### src/rtl/pipe_ctrl_pkg.sv
// ---------------------------------------------------------------------------
// pipe_ctrl_pkg
// Shared definitions for the pipeline hazard/stall control logic. This package
// is also used by the ID/EX stage logic, which decodes the load-use forward
// selects and the how-many-operands field.
//   pipe_state_t : sequencer FSM states (RUN / LSTALL / REDIR / MWAIT)
//   LU_*         : load-use forward select encodings
//   OPS_*        : how_many_ops encodings (3 behaves like OPS_RS_RT)
//   uses_rs/rt   : decode helpers for how_many_ops
// ---------------------------------------------------------------------------
package pipe_ctrl_pkg;

  typedef enum logic [1:0] {
    ST_RUN    = 2'd0,
    ST_LSTALL = 2'd1,
    ST_REDIR  = 2'd2,
    ST_MWAIT  = 2'd3
  } pipe_state_t;

  localparam logic [1:0] LU_NONE  = 2'b00;
  localparam logic [1:0] LU_MEMWB = 2'b01;

  localparam logic [1:0] OPS_NONE  = 2'd0;
  localparam logic [1:0] OPS_RS    = 2'd1;
  localparam logic [1:0] OPS_RS_RT = 2'd2;

  // True when the instruction in ID reads rs (any operand count >= 1)
  function automatic logic uses_rs(input logic [1:0] ops);
    return ops >= OPS_RS;
  endfunction

  // True when the instruction in ID also reads rt (count 2, or 3 treated as 2)
  function automatic logic uses_rt(input logic [1:0] ops);
    return ops >= OPS_RS_RT;
  endfunction

endpackage

### src/rtl/sat_counter.sv
// ---------------------------------------------------------------------------
// sat_counter
// Saturating up-counter used for the performance counters. Counts cycles with
// inc=1 and sticks at all-ones instead of wrapping.
//   clk   in  : clock, rising edge
//   rst   in  : asynchronous active-high reset, clears the count
//   inc   in  : count this cycle
//   clear in  : synchronous clear (wins over inc)
//   count out : current count, W bits
// ---------------------------------------------------------------------------
module sat_counter #(
  parameter int W = 16
) (
  input  logic         clk,
  input  logic         rst,
  input  logic         inc,
  input  logic         clear,
  output logic [W-1:0] count
);

  // Count up on inc, but hold once every bit is set so the value never wraps
  always_ff @(posedge clk or posedge rst) begin
    if (rst) begin
      count <= '0;
    end else if (clear) begin
      count <= '0;
    end else if (inc && (count != {W{1'b1}})) begin
      count <= count + W'(1);
    end
  end

endmodule

### src/rtl/pipe_hazard_sequencer.sv
// ---------------------------------------------------------------------------
// pipe_hazard_sequencer
// Central stall/flush controller for the 5-stage pipeline. Detects load-use
// hazards, branch/jump redirects and data-memory busy, sequences bubbles and
// flushes, and produces registered load-use forward selects.
//   clk, rst          : clock / asynchronous active-high reset
//   id_rs, id_rt      : source registers of the instruction in ID
//   id_how_many_ops   : number of register sources used by ID
//   ex_load_signal    : EX holds a load
//   ex_rt             : destination of the load in EX
//   ex_branch_taken   : branch in EX resolved taken
//   ex_jump           : nonzero when EX holds a jump
//   mem_busy          : data memory not ready, whole pipeline freezes
//   stall_pc          : hold PC
//   stall_if_id       : hold IF/ID
//   flush_if_id       : zero IF/ID controls
//   flush_id_ex       : zero ID/EX controls (bubble)
//   freeze            : hold all pipeline registers
//   load_useA/B       : forward select for operand A/B (LU_NONE / LU_MEMWB)
//   state_o           : current FSM state for debug
//   stall_cnt         : saturating count of stall_pc cycles
//   flush_cnt         : saturating count of flush_id_ex cycles
// ---------------------------------------------------------------------------
module pipe_hazard_sequencer
  import pipe_ctrl_pkg::*;
#(
  parameter int REG_AW       = 5,
  parameter int FLUSH_CYCLES = 2,
  parameter int LOAD_STALL   = 1,
  parameter int PERF_W       = 16
) (
  input  logic              clk,
  input  logic              rst,
  input  logic [REG_AW-1:0] id_rs,
  input  logic [REG_AW-1:0] id_rt,
  input  logic [1:0]        id_how_many_ops,
  input  logic              ex_load_signal,
  input  logic [REG_AW-1:0] ex_rt,
  input  logic              ex_branch_taken,
  input  logic [1:0]        ex_jump,
  input  logic              mem_busy,
  output logic              stall_pc,
  output logic              stall_if_id,
  output logic              flush_if_id,
  output logic              flush_id_ex,
  output logic              freeze,
  output logic [1:0]        load_useA,
  output logic [1:0]        load_useB,
  output logic [1:0]        state_o,
  output logic [PERF_W-1:0] stall_cnt,
  output logic [PERF_W-1:0] flush_cnt
);

  localparam int CMAX = (FLUSH_CYCLES > LOAD_STALL) ? FLUSH_CYCLES : LOAD_STALL;
  localparam int CW   = $clog2(CMAX + 1);

  pipe_state_t   state, nxt_state;
  pipe_state_t   saved_state, nxt_saved;
  pipe_state_t   eff;
  logic [CW-1:0] cnt, nxt_cnt;
  logic          pend_redir, nxt_pend;
  logic          match_a, match_b, nxt_match_a, nxt_match_b;
  logic          last_bubble;
  logic          force_redir;
  logic          match_rs, match_rt, lu_hit, redir;

  // Hazard detection; a load into r0 never creates a dependency
  assign match_rs = uses_rs(id_how_many_ops) && (id_rs == ex_rt);
  assign match_rt = uses_rt(id_how_many_ops) && (id_rt == ex_rt);
  assign lu_hit   = ex_load_signal && (ex_rt != '0) && (match_rs || match_rt);
  assign redir    = ex_branch_taken || (ex_jump != 2'b00);

  assign state_o  = state;

  // Next-state and control outputs. When MWAIT releases, the cycle behaves as
  // the first cycle of the state it returns to (or of a fresh redirect if one
  // was seen during the wait), so the pipeline never advances unprotected.
  // The cnt register holds the remaining LSTALL/REDIR cycles including the
  // current one. Outputs are forced low while rst is asserted.
  always_comb begin
    stall_pc    = 1'b0;
    stall_if_id = 1'b0;
    flush_if_id = 1'b0;
    flush_id_ex = 1'b0;
    freeze      = 1'b0;
    nxt_state   = state;
    nxt_saved   = saved_state;
    nxt_cnt     = cnt;
    nxt_pend    = pend_redir;
    nxt_match_a = match_a;
    nxt_match_b = match_b;
    last_bubble = 1'b0;
    force_redir = 1'b0;
    eff         = state;

    if (!rst) begin
      if (state == ST_MWAIT) begin
        if (mem_busy) begin
          freeze   = 1'b1;
          nxt_pend = pend_redir | redir;
        end else begin
          eff         = pend_redir ? ST_RUN : saved_state;
          force_redir = pend_redir;
          nxt_pend    = 1'b0;
        end
      end

      case (eff)
        ST_RUN: begin
          if (mem_busy) begin
            freeze    = 1'b1;
            nxt_pend  = redir;
            nxt_saved = ST_RUN;
            nxt_state = ST_MWAIT;
          end else if (redir || force_redir) begin
            flush_if_id = 1'b1;
            flush_id_ex = 1'b1;
            nxt_match_a = 1'b0;
            nxt_match_b = 1'b0;
            if (FLUSH_CYCLES > 1) begin
              nxt_state = ST_REDIR;
              nxt_cnt   = CW'(FLUSH_CYCLES - 1);
            end else begin
              nxt_state = ST_RUN;
            end
          end else if (lu_hit) begin
            stall_pc    = 1'b1;
            stall_if_id = 1'b1;
            flush_id_ex = 1'b1;
            nxt_match_a = match_rs;
            nxt_match_b = match_rt;
            if (LOAD_STALL > 1) begin
              nxt_state = ST_LSTALL;
              nxt_cnt   = CW'(LOAD_STALL - 1);
            end else begin
              nxt_state   = ST_RUN;
              last_bubble = 1'b1;
            end
          end else begin
            nxt_state = ST_RUN;
          end
        end

        ST_LSTALL: begin
          stall_pc    = 1'b1;
          stall_if_id = 1'b1;
          flush_id_ex = 1'b1;
          if (redir && !mem_busy) begin
            // Redirect cancels the remaining bubbles and the pending selects
            nxt_state   = ST_REDIR;
            nxt_cnt     = CW'(FLUSH_CYCLES);
            nxt_match_a = 1'b0;
            nxt_match_b = 1'b0;
          end else begin
            nxt_cnt     = cnt - CW'(1);
            last_bubble = (cnt == CW'(1)) && !redir;
            if (mem_busy) begin
              nxt_state = ST_MWAIT;
              nxt_saved = (cnt == CW'(1)) ? ST_RUN : ST_LSTALL;
              nxt_pend  = redir;
            end else begin
              nxt_state = (cnt == CW'(1)) ? ST_RUN : ST_LSTALL;
            end
          end
        end

        ST_REDIR: begin
          flush_if_id = 1'b1;
          flush_id_ex = 1'b1;
          nxt_cnt     = cnt - CW'(1);
          if (mem_busy) begin
            nxt_state = ST_MWAIT;
            nxt_saved = (cnt == CW'(1)) ? ST_RUN : ST_REDIR;
            nxt_pend  = 1'b0;
          end else begin
            nxt_state = (cnt == CW'(1)) ? ST_RUN : ST_REDIR;
          end
        end

        default: begin
        end
      endcase
    end
  end

  // State, count and latch registers plus the registered forward selects.
  // A select pulses for one cycle after the final bubble and is held, not
  // consumed, while the pipeline is frozen.
  always_ff @(posedge clk or posedge rst) begin
    if (rst) begin
      state       <= ST_RUN;
      saved_state <= ST_RUN;
      cnt         <= '0;
      pend_redir  <= 1'b0;
      match_a     <= 1'b0;
      match_b     <= 1'b0;
      load_useA   <= LU_NONE;
      load_useB   <= LU_NONE;
    end else begin
      state       <= nxt_state;
      saved_state <= nxt_saved;
      cnt         <= nxt_cnt;
      pend_redir  <= nxt_pend;
      match_a     <= nxt_match_a;
      match_b     <= nxt_match_b;
      if (!freeze) begin
        if (last_bubble) begin
          load_useA <= nxt_match_a ? LU_MEMWB : LU_NONE;
          load_useB <= nxt_match_b ? LU_MEMWB : LU_NONE;
        end else begin
          load_useA <= LU_NONE;
          load_useB <= LU_NONE;
        end
      end
    end
  end

  sat_counter #(.W(PERF_W)) u_stall_cnt (
    .clk   (clk),
    .rst   (rst),
    .inc   (stall_pc),
    .clear (1'b0),
    .count (stall_cnt)
  );

  sat_counter #(.W(PERF_W)) u_flush_cnt (
    .clk   (clk),
    .rst   (rst),
    .inc   (flush_id_ex),
    .clear (1'b0),
    .count (flush_cnt)
  );

endmodule
### config.mk
export PLATFORM = sky130hd
export DESIGN_NAME = pipe_hazard_sequencer
export DESIGN_NICKNAME = d
export VERILOG_FILES = /design/src/rtl/pipe_ctrl_pkg.sv /design/src/rtl/sat_counter.sv /design/src/rtl/pipe_hazard_sequencer.sv
export SDC_FILE = /design/constraint.sdc
export NUM_CORES = 1
export LEC_CHECK = 0
export CORE_MARGIN = 3
export CORE_UTILIZATION = 49
export CTS_CLUSTER_SIZE = 30
export DETAILED_ROUTE_END_ITERATION = 10
export GPL_TIMING_DRIVEN = 0
export PLACE_DENSITY = 0.81
export SLEW_MARGIN = 40
export SYNTH_ARGS = -nofsm -noshare
export SYNTH_HDL_FRONTEND = slang
export SYNTH_SLANG_ARGS = --single-unit
export TNS_END_PERCENT = 1
### constraint.sdc
create_clock -name clk -period 4.3 [get_ports clk]
set_input_delay 0.86 -clock clk [delete_from_list [all_inputs] [get_ports clk]]
set_output_delay 0.86 -clock clk [all_outputs]
set_load 0.01 [all_outputs]
After elaboration in Yosys (flattened, before gate mapping)
Cells that the tools add are included.

Bits in registers: 45. Input port bits: 24. Output and inout bits: 43.

$add $sub $neg: 3. Magnitude comparators: 2. Equality and inequality tests: 14. Multiplexer cells: 67. Bitwise logic cells: 2. Reductions and logical operators: 21.

Operators by type and width (number): $mux W1 (40); $mux W2 (17); $add A16 B1 Y16 const B (2); $ne A16 B16 Y1 const B (2); $pmux W2 S3 (3); $ne A2 B2 Y1 const B (6); $pmux W1 S2 (6); $eq A5 B5 Y1 (2); $logic_and A1 B1 Y1 (8); $reduce_and A6 Y1 (1); $reduce_bool A5 Y1 (1); $eq A2 B1 Y1 const B (2); $eq A2 B2 Y1 const B (2); $reduce_and A4 Y1 (1); $logic_or A1 B1 Y1 (3); $pmux W1 S3 (1); $reduce_bool A3 Y1 (1); $ge A2 B1 Y1 const B (1); $ge A2 B2 Y1 const B (1); $logic_not A1 Y1 (2); $logic_not A2 Y1 (1); $reduce_and A2 Y1 (1); $reduce_bool A2 Y1 (1); $reduce_or A2 Y1 (1); other kinds (3) (3).

Longest topological paths before layout
Depth in word-level cells: 11. Mapped depth: 15.

Hierarchy
From an unflattened synthesis, not the netlist that was laid out.

Cell total of the unflattened synthesis: 334. Area, all modules: 2886.5 µm².

Modules (own cells, without submodules): pipe_hazard_sequencer (times used 1, cells an instance 134, area each 1039.7 µm², sequential area each 275.3 µm²); sat_counter (u_stall_cnt) (times used 1, cells an instance 101, area each 932.1 µm², sequential area each 400.4 µm²); sat_counter (u_flush_cnt) (times used 1, cells an instance 99, area each 914.6 µm², sequential area each 400.4 µm²).

Worst setup path after synthesis
Ideal clock, no wire load.

Path kind: input -> output. From: input port mem_busy. To: output port stall_pc. Arrival time: 2.802 ns. Data required time: 3.440 ns. Setup slack: 0.638 ns. Stages: 10. Path buffers: 2. Cell sequence: clkbuf_1 -> o31a_1 -> inv_1 -> ha_1 -> and2b_2 -> o211ai_2 -> or3_1 -> a21o_1 -> nand2_1 -> buf_4.

Longest elaborated chain between the ends: 8. Elaborated cells on any way between the ends: 13.

RTL lines: from (decl) (RTL line pipe_hazard_sequencer.sv:41) `input logic mem_busy,`; $mux W1 (RTL line pipe_hazard_sequencer.sv:98) `if (mem_busy) begin`; $mux W1 (RTL line pipe_hazard_sequencer.sv:97) `if (state == ST_MWAIT) begin`; $mux W1 (RTL line pipe_hazard_sequencer.sv:96) `if (!rst) begin`; $logic_or A1 B1 Y1 (RTL line pipe_hazard_sequencer.sv:115) `end else if (redir || force_redir) begin`; $mux W1 (2 in series); $pmux W1 S2 *; $mux W1 *; to (decl) (RTL line pipe_hazard_sequencer.sv:42) `output logic stall_pc,`.

Every way passes the cells marked *; elsewhere a longest branch is shown, timed or not. The select of a mux whose other input is x is not followed.

Worst setup path in the final report
From: input port mem_busy. To: output port stall_pc.

Longest elaborated chain between the ends: 8. Elaborated cells on any way between the ends: 13.

RTL lines: $mux W1 (RTL line pipe_hazard_sequencer.sv:98); $mux W1 (RTL line pipe_hazard_sequencer.sv:97); $mux W1 (RTL line pipe_hazard_sequencer.sv:96); $logic_or A1 B1 Y1 (RTL line pipe_hazard_sequencer.sv:115); $mux W1 (RTL line pipe_hazard_sequencer.sv:115); $mux W1; $pmux W1 S2 * (RTL line pipe_hazard_sequencer.sv:108) `case (eff)`; $mux W1 * (RTL line pipe_hazard_sequencer.sv:96).

Marked as above.

==> results.tsv <==
metric	value	unit
crit_path_start_kind	input pin	
cts_buffers	5	
cell_internal_pwr	967	uW
final_common_cell	clkdlybuf4s50_1	
vias	2210	
synthFlopType	dfrtp_1	
yosys_warnings	0	
ys_seq_area_frac	0.432	
crit_arrival	3290	ps
p_clk_frac	0.214	
yosysTopAreaCell	dfrtp_1	
total_leakage_power	1.43	nW
cts_sinks	43	
clockRootBuffer	clkbuf_8	
synth.top_cells.by_area	dfrtp_1 43%, xnor2_1 9.8%, ha_1 3.5%	
first_pass_iters	4	
synth_mux_area_frac	0.00904	
cts_hold_buf	0	
place_congestion	0.857	
initial_core_util	0.517	
ir_worst_vdd	0.382	mV
synthSimpleGateAreaFrac	0.222	
synth-seq-cells	43	
rr_startpoint	saved_state[0]$_DFFE_PP0P_	
min_period	4150	ps
slew_viol_final	0	
p_sw	565	uW
overflow	0	
powerDensity	453	nW/um2
timing.max_cap.violations	0	
p_comb_frac	0.426	
wl_per_cell	14.6	um
ys_async_sr_fraction	1.00	
clk_pin_slew	80	ps
io_buffers	63	
synth_compound_area_frac	0.123	
r2r-end	u_stall_cnt.count[11]$_DFFE_PP0P_	
setup-violations-final	0	
status	complete, no violations	
holdPathStages	2	
drt_iter0_markers	199	
die_height	77.3	um
viasPerCell	5.47	
h-tree-depth	2	
syn_avg_cell_area	9.48	um2
clk_latency	290	ps
io_pins	67	
crit_path_top_delay_cell	or3_1	
grt_first_pass_wirelength	9980	um
critPathRequiredTime	3440	ps
synth_cell_types	43	
drive_gt1_frac	0.0861	
synthXorXnorAreaFrac	0.134	
coreArea	4820	um2
synth_top_family_by_area	simple AND/OR/NAND/NOR gates	
netlist_area	2490	um2
syn_inst	263	
fin_ws	149	ps
nFillCells	406	
critPathKind	input pin to output pin	
reg2reg_slack	1390	ps
layout_common_cells	60 x clkdlybuf4s50_1, 43 x dfrtp_1, 28 x xnor2_1	
antenna_cells	0	
cp_cell_sequence	clkdlybuf4s15_2 > clkbuf_8 > inv_1 > nand2_1 > nor2_1 > nor2_1 > inv_1 > ha_4 > and2b_2 > o211ai_2 > or3_1 > a21o_1 > nand2_2 > buf_4 > dlygate4sd2_1	
cp_top_family	buffers and inverters	
grt_start_max_net_pins	42	
cts_tree	yes	
die-area	5980	um2
max_freq	241	MHz
rows	25	
place_ws	-718	ps
area_growth	35.7	%
drc	0	
dp_hpwl	4380	um
min_from	saved_state[1]$_DFFE_PP0P_	
swShare	0.369	
synth.top_cell.area_share	0.432	
period_share	0.965	
min_to	saved_state[1]$_DFFE_PP0P_	
r2r_cells	13	
critPathCaptureType	output pin	
clock_skew	4.85	ps
grt_pass1_vias	2156	
setup_tns	0	ps
sequentialPowerShare	0.360	
holdCritPathClass	register to register	
rsz0062_at_grt	false	
slowest_delay	380	ps
hold_viol	0	
antenna_left	0	
antenna_found_initial	0	
die_w	77.3	um
final_nets	367	
synth_edf_count	0	
gr-usage-all-layers	0.204	
drt-total-wl	5910	um
synthAdderAreaFrac	0.0351	
clockBufferDepth	2	
worstPathMaxFanout	10	
cp.buffers_inverters	6	
## through the flow
step | utilization | hold slack [ps] | area [um2] | power, mW | cells
2_1_floorplan | - | 441 | 2500 | 0.936 | 264
3_3_place_gp | 0.666 | 456 | 3210 | 1.17 | 394
3_5_place_dp | 0.671 | 475 | 3230 | 1.19 | 395
4_1_cts | 0.702 | 494 | 3380 | 1.54 | 404
5_1_grt | 0.702 | 525 | 3380 | 1.64 | 404
6_report | 0.702 | 484 | 3380 | 1.53 | 404
## cell type report
cell class	count	area, um2	area share
multi-input cells	198	1330	0.392
flip-flops and latches	43	1080	0.318
repair buffers	65	657	0.194
plain buffers	14	85.1	0.0252
well taps	67	83.8	0.0248
clock buffers	6	82.6	0.0244
inverters	9	36.3	0.0107
clock inverters	2	35.0	0.0104
## metal layers
metal / routed length [um] / part of all wire / track usage
met1: 2740 / 0.46 / 0.262
met2: 2820 / 0.48 / 0.335
met3: 279 / 0.047 / 0.0423
met4: 68 / 0.012 / 0.0836
met5: 0 / 0 / 0
## state kept, by name (all words and copies together) (netlist names)
signal / flops
u_stall_cnt.count: 16
cnt: 2
state_o: 2
load_useB: 1
load_useA: 1
saved_state: 2
u_flush_cnt.count: 16
match_b: 1
pend_redir: 1
match_a: 1
## how the worst max path moves through the flow
stage                   from        to  slack, ps  cells past startpoint
floorplan           mem_busy  stall_pc        640                     10
CTS                 mem_busy  stall_pc        180                     15
global route        mem_busy  stall_pc         10                     15
detailed placement  mem_busy  stall_pc       -720                     12
finish              mem_busy  stall_pc        150                     15
global placement    mem_busy  stall_pc       -660                     12
## kinds of logic (layout without fill, tap and decap cells)
group,Yosys count,after routing
mux,2,2
xor+xnor,38,38
simple gates,103,103
flops,43,43
compound gates,46,46
other cells,1,2
fa+ha+maj,7,7
buf+inv,23,96
## repair_timing
item / CTS / global route
hold endpoints to repair: 0 / 0
setup endpoints to repair: 5 / 0
setup buffers: 1 / 0
resized for setup: 12 / 0
## power groups by stage
stage                     clock [mW]  sequential [mW]  combinational, mW
after floorplan                    0            0.567              0.369
after global placement             0            0.556              0.617
after detailed placement           0            0.557              0.636
after CTS                      0.337            0.550              0.650
after global routing           0.350            0.563              0.727
final                          0.328            0.551              0.654
## Yosys cell counts (7+ instances only)
| cell | number |
|---|---|
| o21ai_0 | 17 |
| nand3_1 | 15 |
| ha_1 | 7 |
| xor2_1 | 10 |
| xnor2_1 | 28 |
| clkbuf_1 | 9 |
| inv_1 | 9 |
| and3_1 | 9 |
| dfrtp_1 | 43 |
| nand4_1 | 11 |
| nor2_1 | 18 |
| a21oi_1 | 9 |
| nand2_1 | 22 |
| and4_1 | 7 |
## tightest hold or removal path: stages, from the launching register on
cell	delay, ps
dfrtp_1	350
nand2_1	40
o21ai_0	60
No activity file was read; power rests on OpenSTA's default activity.
